File: config.mk
export PLATFORM = sky130hd
export DESIGN_NAME = rec_play_ctrl
export DESIGN_NICKNAME = d
export VERILOG_FILES = /design/src/rtl/rec_play_pkg.sv /design/src/rtl/rec_play_speed.sv /design/src/rtl/rec_play_ctrl.sv
export SDC_FILE = /design/constraint.sdc
export NUM_CORES = 1
export LEC_CHECK = 0
export CAP_MARGIN = 0
export CELL_PAD_IN_SITES_DETAIL_PLACEMENT = 1
export CELL_PAD_IN_SITES_GLOBAL_PLACEMENT = 1
export CORE_UTILIZATION = 38
export DETAILED_ROUTE_END_ITERATION = 6
export PLACE_DENSITY_LB_ADDON = 0.1
export SYNTH_ARGS = -nofsm -noshare
export SYNTH_HDL_FRONTEND = slang
export SYNTH_SLANG_ARGS = --single-unit
File: constraint.sdc
create_clock -name i_clk -period 4.5 [get_ports i_clk]
set_clock_uncertainty 0.15 [all_clocks]
set_input_delay 0.9 -clock i_clk [delete_from_list [all_inputs] [get_ports i_clk]]
set_output_delay 0.9 -clock i_clk [all_outputs]
set_load 0.05 [all_outputs]
File: src/rtl/rec_play_pkg.sv
// Shared types for the record/playback controller.
//   state_t      : controller state codes, visible on o_state
//   speed_stat_t : playback speed direction (NORMAL / FAST / SLOW)
//   speed_code() : packs status and factor into the 5-bit player speed word
package rec_play_pkg;

    typedef enum logic [2:0] {
        ST_INIT   = 3'd0,
        ST_IDLE   = 3'd1,
        ST_PLAY   = 3'd2,
        ST_RECORD = 3'd3,
        ST_PAUSE  = 3'd4
    } state_t;

    typedef enum logic [1:0] {
        SPD_NORMAL = 2'd0,
        SPD_FAST   = 2'd1,
        SPD_SLOW   = 2'd2
    } speed_stat_t;

    // Bit 4 flags slow-down, bits 3:0 carry factor-1.
    function automatic logic [4:0] speed_code(input speed_stat_t stat, input logic [4:0] factor);
        return {stat == SPD_SLOW, 4'(factor - 5'd1)};
    endfunction

endpackage

File: src/rtl/rec_play_speed.sv
// Playback speed state machine.
// Ports:
//   i_clk, i_rst        : clock, asynchronous active-high reset
//   i_en                : speed pulses honoured only while high (PLAY/PAUSE)
//   i_clr               : forces NORMAL/1 (new recording)
//   i_up, i_down        : single-cycle pulses; simultaneous pulses cancel
//   o_stat, o_factor    : registered speed status and factor
//   o_code              : registered player speed word
module rec_play_speed
    import rec_play_pkg::*;
#(
    parameter int MAX_SPEED = 8
) (
    input  logic        i_clk,
    input  logic        i_rst,
    input  logic        i_en,
    input  logic        i_clr,
    input  logic        i_up,
    input  logic        i_down,
    output speed_stat_t o_stat,
    output logic [4:0]  o_factor,
    output logic [4:0]  o_code
);

    localparam logic [4:0] MAX_F = 5'(MAX_SPEED);

    speed_stat_t stat_n;
    logic [4:0]  factor_n;
    logic        faster;

    // "faster" means moving further away from NORMAL in the current direction.
    assign faster = (o_stat == SPD_FAST) ? i_up : i_down;

    always_comb begin
        stat_n   = o_stat;
        factor_n = o_factor;
        if (i_clr) begin
            stat_n   = SPD_NORMAL;
            factor_n = 5'd1;
        end else if (i_en && (i_up ^ i_down)) begin
            case (o_stat)
                SPD_NORMAL: begin
                    stat_n   = i_up ? SPD_FAST : SPD_SLOW;
                    factor_n = 5'd2;
                end
                default: begin
                    if (faster) begin
                        factor_n = (o_factor >= MAX_F) ? MAX_F : o_factor + 5'd1;
                    end else if (o_factor == 5'd2) begin
                        stat_n   = SPD_NORMAL;
                        factor_n = 5'd1;
                    end else begin
                        factor_n = o_factor - 5'd1;
                    end
                end
            endcase
        end
    end

    always_ff @(posedge i_clk or posedge i_rst) begin
        if (i_rst) begin
            o_stat   <= SPD_NORMAL;
            o_factor <= 5'd1;
            o_code   <= 5'd0;
        end else begin
            o_stat   <= stat_n;
            o_factor <= factor_n;
            o_code   <= speed_code(stat_n, factor_n);
        end
    end

endmodule

File: src/rtl/rec_play_ctrl.sv
// Record/playback sequencing controller for a slotted SRAM.
// Build option: define LOOP_PLAY_EN to make end-of-play restart the slot
// instead of returning to IDLE.
// Ports:
//   i_clk, i_rst                      : BCLK, asynchronous active-high reset
//   i_start/i_stop/i_up/i_down        : debounced one-cycle button pulses
//   i_mode, i_slot                    : record(0)/play(1) and slot, read in IDLE
//   o_init_start / i_init_done        : codec init handshake
//   o_rec_start, o_rec_base,
//   i_rec_addr, i_rec_done            : recorder handshake
//   o_play_start, o_play_begin,
//   o_play_end, o_speed,
//   i_play_addr, i_play_done          : player handshake
//   o_addr_sel, o_state, o_speed_stat,
//   o_speed_factor, o_timer           : SRAM mux select and status
//
// state     | meaning
// INIT      | waiting for codec init to finish
// IDLE      | waiting for start
// PLAY      | player running from position
// RECORD    | recorder writing into the latched slot
// PAUSE     | player stopped, position held
module rec_play_ctrl
    import rec_play_pkg::*;
#(
    parameter int ADDR_W    = 20,
    parameter int SLOT_W    = 2,
    parameter int MAX_SPEED = 8,
    parameter int SR_LOG2   = 15
) (
    input  logic              i_clk,
    input  logic              i_rst,
    input  logic              i_start,
    input  logic              i_stop,
    input  logic              i_up,
    input  logic              i_down,
    input  logic              i_mode,
    input  logic [SLOT_W-1:0] i_slot,
    output logic              o_init_start,
    input  logic              i_init_done,
    output logic              o_rec_start,
    output logic [ADDR_W-1:0] o_rec_base,
    input  logic [ADDR_W-1:0] i_rec_addr,
    input  logic              i_rec_done,
    output logic              o_play_start,
    output logic [ADDR_W-1:0] o_play_begin,
    output logic [ADDR_W-1:0] o_play_end,
    output logic [4:0]        o_speed,
    input  logic [ADDR_W-1:0] i_play_addr,
    input  logic              i_play_done,
    output logic              o_addr_sel,
    output logic [2:0]        o_state,
    output logic [1:0]        o_speed_stat,
    output logic [4:0]        o_speed_factor,
    output logic [4:0]        o_timer
);

    localparam int OFS_W  = ADDR_W - SLOT_W;
    localparam int LEN_W  = OFS_W + 1;
    localparam int N_SLOT = 1 << SLOT_W;

    function automatic logic [ADDR_W-1:0] slot_base(input logic [SLOT_W-1:0] s);
        return {s, {OFS_W{1'b0}}};
    endfunction

    state_t              state_r, state_n;
    logic [SLOT_W-1:0]   slot_r, slot_n;
    logic [ADDR_W-1:0]   pos_r, pos_n;
    logic [LEN_W-1:0]    len_r [N_SLOT];
    logic [ADDR_W-1:0]   base_r, rec_limit, play_end_n;
    logic [LEN_W-1:0]    rec_len;
    logic                loop_evt, rec_clr;
    speed_stat_t         spd_stat;

    assign base_r     = slot_base(slot_r);
    assign rec_limit  = {slot_r, {OFS_W{1'b1}}};
    assign rec_len    = LEN_W'(i_rec_addr - base_r) + LEN_W'(1);
    assign play_end_n = slot_base(slot_n) + ADDR_W'(len_r[slot_n]) - ADDR_W'(1);

    always_comb begin
        state_n  = state_r;
        slot_n   = slot_r;
        pos_n    = pos_r;
        loop_evt = 1'b0;
        rec_clr  = 1'b0;
        case (state_r)
            ST_INIT: if (i_init_done) state_n = ST_IDLE;
            ST_IDLE: begin
                if (i_start) begin
                    slot_n = i_slot;
                    if (!i_mode) begin
                        state_n = ST_RECORD;
                        rec_clr = 1'b1;
                        pos_n   = slot_base(i_slot);
                    end else if (len_r[i_slot] != '0) begin
                        state_n = ST_PLAY;
                        pos_n   = slot_base(i_slot);
                    end
                end
            end
            ST_RECORD: begin
                // Position follows the recorder so the timer shows elapsed record time.
                pos_n = i_rec_addr;
                if (i_stop || i_rec_done || (i_rec_addr == rec_limit)) state_n = ST_IDLE;
            end
            ST_PLAY: begin
                pos_n = i_play_addr;
                if (i_stop) begin
                    state_n = ST_IDLE;
                end else if (i_start) begin
                    state_n = ST_PAUSE;
                end else if (i_play_done) begin
`ifdef LOOP_PLAY_EN
                    loop_evt = 1'b1;
                    pos_n    = base_r;
`else
                    state_n  = ST_IDLE;
`endif
                end
            end
            ST_PAUSE: begin
                if (i_stop)       state_n = ST_IDLE;
                else if (i_start) state_n = ST_PLAY;
            end
            default: state_n = ST_INIT;
        endcase
    end

    always_ff @(posedge i_clk or posedge i_rst) begin
        if (i_rst) begin
            state_r      <= ST_INIT;
            slot_r       <= '0;
            pos_r        <= '0;
            o_init_start <= 1'b1;
            o_rec_start  <= 1'b0;
            o_play_start <= 1'b0;
            o_rec_base   <= '0;
            o_play_end   <= '0;
            o_addr_sel   <= 1'b0;
            o_timer      <= '0;
        end else begin
            state_r      <= state_n;
            slot_r       <= slot_n;
            pos_r        <= pos_n;
            o_init_start <= (state_n == ST_INIT);
            o_rec_start  <= (state_n == ST_RECORD);
            // A loop restart drops play_start for one cycle so the player re-arms.
            o_play_start <= (state_n == ST_PLAY) && !loop_evt;
            o_rec_base   <= slot_base(slot_n);
            o_play_end   <= play_end_n;
            o_addr_sel   <= (state_n == ST_PLAY) || (state_n == ST_PAUSE);
            if ((state_n == ST_INIT) || (state_n == ST_IDLE))
                o_timer <= '0;
            else
                o_timer <= 5'((pos_n - slot_base(slot_n)) >> SR_LOG2);
        end
    end

    always_ff @(posedge i_clk or posedge i_rst) begin
        if (i_rst) begin
            for (int i = 0; i < N_SLOT; i++) len_r[i] <= '0;
        end else if (rec_clr) begin
            len_r[i_slot] <= '0;
        end else if (state_r == ST_RECORD) begin
            len_r[slot_r] <= rec_len;
        end
    end

    assign o_state      = state_r;
    assign o_play_begin = pos_r;
    assign o_speed_stat = spd_stat;

    rec_play_speed #(.MAX_SPEED(MAX_SPEED)) u_speed (
        .i_clk    (i_clk),
        .i_rst    (i_rst),
        .i_en     ((state_r == ST_PLAY) || (state_r == ST_PAUSE)),
        .i_clr    (rec_clr),
        .i_up     (i_up),
        .i_down   (i_down),
        .o_stat   (spd_stat),
        .o_factor (o_speed_factor),
        .o_code   (o_speed)
    );

endmodule

==> out/qor.txt, run 1 <==
Die Ht = 149 um
Area Growth Syn to Fin = 29.5%
crit path cell chain = inv_2, or3_4, nor2_8, mux2i_4, mux4_2, ha_4, fa_2, a211oi_2, nor2_2, o31a_1, a221o_1, a41oi_2, nor2b_4, xnor2_1
register area share after synthesis = 0.431
Max stage delay cell, worst path = mux4_2
initial core utilization = 0.390
wirelength, routed = 24,000 um
drt wl/cell = 19.7 um
Ys Warns = 0
grt total ovfl = 0
CP Launch Point = o_state[0]
Synth cell types = 70
ratio of cells with drive above 1 in the final layout = 0.149
Post-synth EDFFs = 0
relative slew slack = 0.246
die area = 22,300 um^2
CTS Root Cell = clkbuf_16
Synth Area per Inst = 10.7 um^2
Port Buf Inserts = 117
ANT cells = 0
post-synthesis mux area share = 0.0769
DRT iter0 DRCs = 280
Layout Utilization = 0.505
unrepaired setup endpoints after global routing = no
GRT Total Usage = 0.228
status = complete, no violations
DP Wirelength = 18,000 um
Clock Path Buffers = 2
critical path fanouts, max = 7
Post-Synth XOR/XNOR Area = 0.0425
Final Wtd Congestion = 0.923
Critical Path Sink Type = flip-flop
clock sink count = 142
Synth Area in Compound Gates = 0.197
Crit Path Category = reg -> reg
clock latency on the worst-skew pair = 430 ps
Max Clk Rate = 236 MHz
Final nets = 1,035
min cycle time layout = 4240 ps
CP required = 4690 ps
max-cap violation count = 0
max-slew violation count = 0
Core Box Area = 21,200 um^2
CTS Buf Count = 17
FF-to-FF End = o_play_end[17]
# rows = 53
clock slew at reported path FFs = 60 ps
CTS H-tree depth = 4
antenna violations before repair = 0
Worst R2R Path Depth = 14
Largest stage delay, worst path = 600 ps
CTS tree = built
top-level port count = 136
die width = 149 um
end point of the critical path = o_play_end[17]
largest family of logic cells by synthesized area = compound AO/OA/AOI/OAI gates
Antenna Violating Nets Remaining = 0
Worst Path Arrival = 4430 ps
final setup fails = 0
number of fill cells in the layout = 2,315
FF+latch area = 3560 um^2
drt first pass iters = 4
adder-cell share of the synthesized area = 0.0783
Synth Instances = 771
Async SR Flop Fraction = 1.00
Worst setup SP type = flip-flop
final hold vios = 0
Worst Max-Slew Pin Slew = 1130 ps
multi-input logic area = 4280 um^2
Reg-to-Reg Start = o_state[0]
main flop type after synthesis = dfrtp_1
r2r setup slk = 260 ps
post-DR vias/cell = 5.56
number of global-route vias before repair = 7,234
largest net degree at the start of global routing = 143
detailed-route DRC error count = 0
Yosys reg bits = 142
Tcrit/Tclk final = 0.941
vias = 6,780
Post-Synth Simple-Gate Area = 0.108
first-pass GRT wire length = 38,900 um
Syn Std Cell Area = 8250 um^2
Worst Hold Class = reg -> reg
[how the worst min path moves through the flow]
stage	startpoint	endpoint	depth (start not counted)
2_1_floorplan	len_r[19]	len_r[19]	2
3_3_place_gp	o_play_begin[14]	o_play_begin[14]	1
3_5_place_dp	o_play_begin[3]	o_play_begin[3]	1
4_1_cts	o_play_begin[3]	o_play_begin[3]	1
5_1_grt	o_play_begin[10]	o_play_begin[10]	1
6_report	o_play_begin[8]	o_play_begin[8]	1
[Yosys cell counts (all sizes together) (3+ instances only)]
master / number / share of area
a211oi: 6 / 0.0055
a21bo: 3 / 0.0036
a21o: 6 / 0.0055
a21oi: 29 / 0.019
a22o: 60 / 0.064
a22oi: 3 / 0.0027
a311oi: 4 / 0.0042
a31oi: 7 / 0.0068
and2: 7 / 0.0053
and3: 5 / 0.0038
buf: 34 / 0.029
clkbuf: 15 / 0.0068
dfrtp: 140 / 0.42
ha: 50 / 0.076
inv: 63 / 0.029
mux2i: 18 / 0.022
mux4: 19 / 0.053
nand2: 42 / 0.019
nand2b: 5 / 0.0038
nand3: 14 / 0.0085
nand4: 5 / 0.0038
nor2: 30 / 0.016
nor2b: 8 / 0.0061
nor3: 15 / 0.0097
nor3b: 3 / 0.0033
nor4: 21 / 0.016
o21a: 8 / 0.0073
o21ai: 36 / 0.022
o21bai: 5 / 0.0046
o221ai: 4 / 0.0042
o22ai: 13 / 0.0099
o2bb2ai: 15 / 0.016
or3: 8 / 0.0073
xnor2: 29 / 0.031
xor2: 11 / 0.012
[per-layer routing]
metal | vias up | global-route usage | share of wire
li1 | 3148 | - | -
met1 | 3438 | 0.293 | 0.45
met4 | 0 | 0.0709 | 0.020
met5 | - | 0 | 0
met2 | 164 | 0.390 | 0.49
met3 | 30 | 0.0364 | 0.037
[state kept, by name, summed over array words and instances (netlist names), 2 cells and up]
| name | count |
|---|---|
| u_speed.o_stat | 2 |
| u_speed.o_factor | 5 |
| o_play_end | 20 |
| o_rec_base | 2 |
| o_play_begin | 20 |
| len_r | 76 |
| o_state | 3 |
| u_speed.o_code | 5 |
| o_timer | 5 |
[kinds of logic (layout without fill, tap and decap cells)]
group	count (synthesis)	after routing
muxes	38	38
DFF	142	142
adders and majority gates	51	51
AOI/OAI and AO/OA	218	218
and+or+nand+nor	169	169
other	1	18
xor gates and xnor gates	40	40
buffers and inverters	112	269
[final cells by class]
cell class                      count  area share
Multi-Input combinational cell    534       0.401
Clock inverter                     10      0.0152
Timing Repair Buffer              174       0.152
Sequential cell                   142       0.333
Inverter                           63      0.0225
Tap cell                          275      0.0322
Clock buffer                       22      0.0435
[metrics by stage]
stage	cells	setup slack [ps]	hold WS [ps]	TNS, ps	cell area [um^2]
floorplan	788	4.69	316	0	8340
global placement	1186	-442	325	-2030	9980
detailed placement	1186	-574	323	-2640	9980
CTS	1218	13.1	348	0	10600
global route	1220	98.3	365	0	10700
finish	1220	264	339	0	10700
[critical path, delay by kind of cell (launching register included)]
kind / cells / cell delay [ps]
fa+ha+maj: 2 / 580
simple gates: 4 / 830
mux: 2 / 930
xor+xnor: 1 / 110
buf+inv: 1 / 40
compound gates: 4 / 1140
flops: 1 / 360
[timing repair]
action                     CTS  global route
hold buffers                 0             0
pin swaps                    1             5
setup endpoints to repair    2             4
buffers inserted             0             2
gates resized for setup      3            13
[placed cells by master, fill, tap and decap left out, types with 15 or more instances in the layout]
cell,count
a21oi_1,26
a22o_1,60
buf_4,53
clkbuf_16,17
clkdlybuf4s50_1,116
conb_1,18
dfrtp_1,138
ha_1,49
inv_1,59
mux2i_1,16
mux4_2,17
nand2_1,42
nor2_1,27
nor4_1,21
o21ai_0,35
o2bb2ai_1,15
xnor2_1,29
Power of run 1 is not shown: default switching activity piles up to over one toggle a cycle in this logic, so the estimate is an artifact.
==> inputs of run 2 (changes only) <==
--- a/config.mk
+++ b/config.mk
@@ -5,12 +5,14 @@
 export SDC_FILE = /design/constraint.sdc
 export NUM_CORES = 1
 export LEC_CHECK = 0
+export ABC_AREA = 1
 export CAP_MARGIN = 0
 export CELL_PAD_IN_SITES_DETAIL_PLACEMENT = 1
-export CELL_PAD_IN_SITES_GLOBAL_PLACEMENT = 1
-export CORE_UTILIZATION = 38
+export CELL_PAD_IN_SITES_GLOBAL_PLACEMENT = 2
+export CORE_UTILIZATION = 29
 export DETAILED_ROUTE_END_ITERATION = 6
 export PLACE_DENSITY_LB_ADDON = 0.1
+export RECOVER_POWER = 100
 export SYNTH_ARGS = -nofsm -noshare
 export SYNTH_HDL_FRONTEND = slang
 export SYNTH_SLANG_ARGS = --single-unit
==> run 2 against run 1 <==
The run now ends with max-capacitance violations, max-slew violations left. Synthesized cell count rose by 47%. Worst setup slack better by 120 ps. Fmax is 3.0% higher. Final cell count up 38%. First-iteration DRC count is 7.9% higher. Worst hold slack lost 16 ps. Sequential share of layout area down 1.1 points. Core utilization is 13 points lower. Clock-buffer cell count up 3.
==> out/qor.txt, run 2 <==
Largest Register = len_r
Syn Std Cell Area = 8800 um^2
Async SR Flop Fraction = 1.00
GRT Total Usage = 0.198
min cycle time layout = 4110 ps
# rows = 63
Largest stage delay, worst path = 620 ps
clock slew at reported path FFs = 60 ps
drt first pass iters = 5
Worst Path Arrival = 4270 ps
CTS Root Cell = clkbuf_16
post-DR vias/cell = 4.70
grt total ovfl = 0
CP required = 4650 ps
register area share after synthesis = 0.404
Synth top area share = 0.398
crit path cell chain = dlygate4sd3_1, nand2_1, o21ai_4, buf_4, nor2_1, a32oi_1, clkbuf_1, inv_1, ha_1, fa_1, nand3_1, nand3_1, a21oi_1, o21ai_0, xor2_1
Core Box Area = 29,700 um^2
wirelength, routed = 29,000 um
Synth top cells by count = nand2_1 (218), inv_1 (196), dfrtp_1 (140), nor2_1 (120), nand3_1 (68)
first-pass GRT wire length = 47,000 um
post-CTS setup buffer count = 0
die area = 31,000 um^2
Worst Max-Slew Pin Slew = 1630 ps
CTS tree = built
Worst setup SP type = input port
max reg flops = 76
Clock Path Buffers = 2
CTS Hold Bufs = 0
CTS H-tree depth = 4
Port Buf Inserts = 117
main flop type after synthesis = dfrtp_1
antenna violations before repair = 0
DP Wirelength = 22,600 um
Synth cell types = 53
Switching Share = 0.506
ratio of cells with drive above 1 in the final layout = 0.0573
Ys Warns = 0
clock sink count = 142
critical path fanouts, max = 12
Critical Path Sink Type = flip-flop
Clk pwr share = 0.144
initial core utilization = 0.296
sequential power share = 0.219
die width = 176 um
CTS Buf Count = 17
non-filler instance count after layout = 1,682
final hold vios = 0
r2r setup slk = 630 ps
Max stage delay cell, worst path = dlygate4sd3_1
DRT iter0 DRCs = 302
drt wl/cell = 17.3 um
top-level port count = 136
max-slew violation count = 92
final setup fails = 0
Antenna Violating Nets Remaining = 0
clock latency on the worst-skew pair = 430 ps
ANT cells = 0
Final nets = 1,382
Worst Hold Class = reg -> reg
placed cells = 1,650
Tcrit/Tclk final = 0.914
Cell Int Power = 5100 uW
unrepaired setup endpoints after global routing = no
relative slew slack = -0.0959
Crit Path Category = in -> reg
Max Clk Rate = 243 MHz
largest net degree at the start of global routing = 59
Synth Area per Inst = 7.75 um^2
setup TNS = 0 ps
Final Wtd Congestion = 0.793
max-cap violation count = 2
Yosys reg bits = 142
power density cells = 935 nW/um^2
Resized cells post-CTS = 0
Die Ht = 176 um
commonest non-fill, non-tap cell in the layout = nand2_1
most used cell, CP = nand3_1
status = complete, but fails checks
P_leak = 0.00550 uW
Area Growth Syn to Fin = 25.5%
vias = 7,903
net load switching power = 5220 uW
Synth Instances = 1,136
area leader, netlist = dfrtp_1
failing checks = max-capacitance violations, max-slew violations
most frequent cells in the layout = nand2_1 (220), inv_1 (199), dfrtp_1 (140)
number of fill cells in the layout = 3,602
detailed-route DRC error count = 0
Post-synth EDFFs = 0
most common cell in the synthesized netlist = nand2_1
Max VDD drop = 280 uV
number of global-route vias before repair = 8,253
top cells by area, synth = dfrtp_1 (40%), nand2_1 (9.3%), inv_1 (8.4%)
combinational share of power = 0.638
==> run 2: final cells by class <==
| cell class | count | area, um^2 | share of cell area |
|---|---|---|---|
| clock buffers | 25 | 485 | 0.0440 |
| clock inverters | 7 | 110 | 0.00997 |
| inverters | 209 | 792 | 0.0717 |
| multi-input cells | 760 | 4220 | 0.382 |
| flip-flops and latches | 142 | 3560 | 0.322 |
| well taps | 390 | 488 | 0.0442 |
| repair buffers | 149 | 1400 | 0.126 |
==> run 2: kinds of logic after synthesis <==
| logic type | share of synthesized area |
|---|---|
| and+or+nand+nor | 0.214 |
| buffers and inverters | 0.120 |
| AOI/OAI and AO/OA | 0.150 |
| DFF | 0.404 |
| adders and majority gates | 0.0734 |
| xor gates and xnor gates | 0.0378 |
| other | 0.000426 |
==> run 2: power groups by stage <==
stage               registers, uW  logic [uW]  clock network, uW
floorplan                    3100        3800                  0
finish                       2260        6580               1490
global placement             2290        6780                  0
CTS                          2280        6860               1520
global route                 2330        7410               1570
detailed placement           2290        6840                  0
==> run 2: final timing paths <==
kind	startpoint	end	depth (start not counted)
setup / recovery	i_start	o_play_end[17]	15
max in group asynchronous	i_rst	len_r[16]	3
hold reg to reg	o_play_begin[1]	o_play_begin[1]	2
setup reg to reg	o_state[2]	o_play_end[17]	17
min in group asynchronous	i_rst	u_speed.o_factor[2]	2
hold / removal	o_play_begin[1]	o_play_begin[1]	2
==> run 2: metal layers <==
metal  vias up  routed length, um  global-route usage
li1       3924                  -                   -
met1      3826              14100               0.272
met2       136              13600               0.323
met3        17               1060              0.0340
met4         0                255              0.0457
met5         -                  0                   0
==> run 2: per-stage QoR <==
step                      setup slack (ps)  utilization  cell area [um^2]  hold WS [ps]  power (uW)
after floorplan                        973            -              8870           316        6900
final                                  387        0.372             11000           323       10300
after global routing                   137        0.372             11000           347       11300
after detailed placement              81.0        0.355             10500           315        9130
after global placement                 113        0.355             10500           303        9070
after CTS                              524        0.375             11100           331       10700
==> run 2: worst max-delay path: cells and delay by family <==
kind            cells  cell delay (ps)
simple gates        4              440
fa+ha+maj           2              650
buf+inv             4             1200
compound gates      4              900
xor+xnor            1              150
Power figures use the tool's default switching activity.
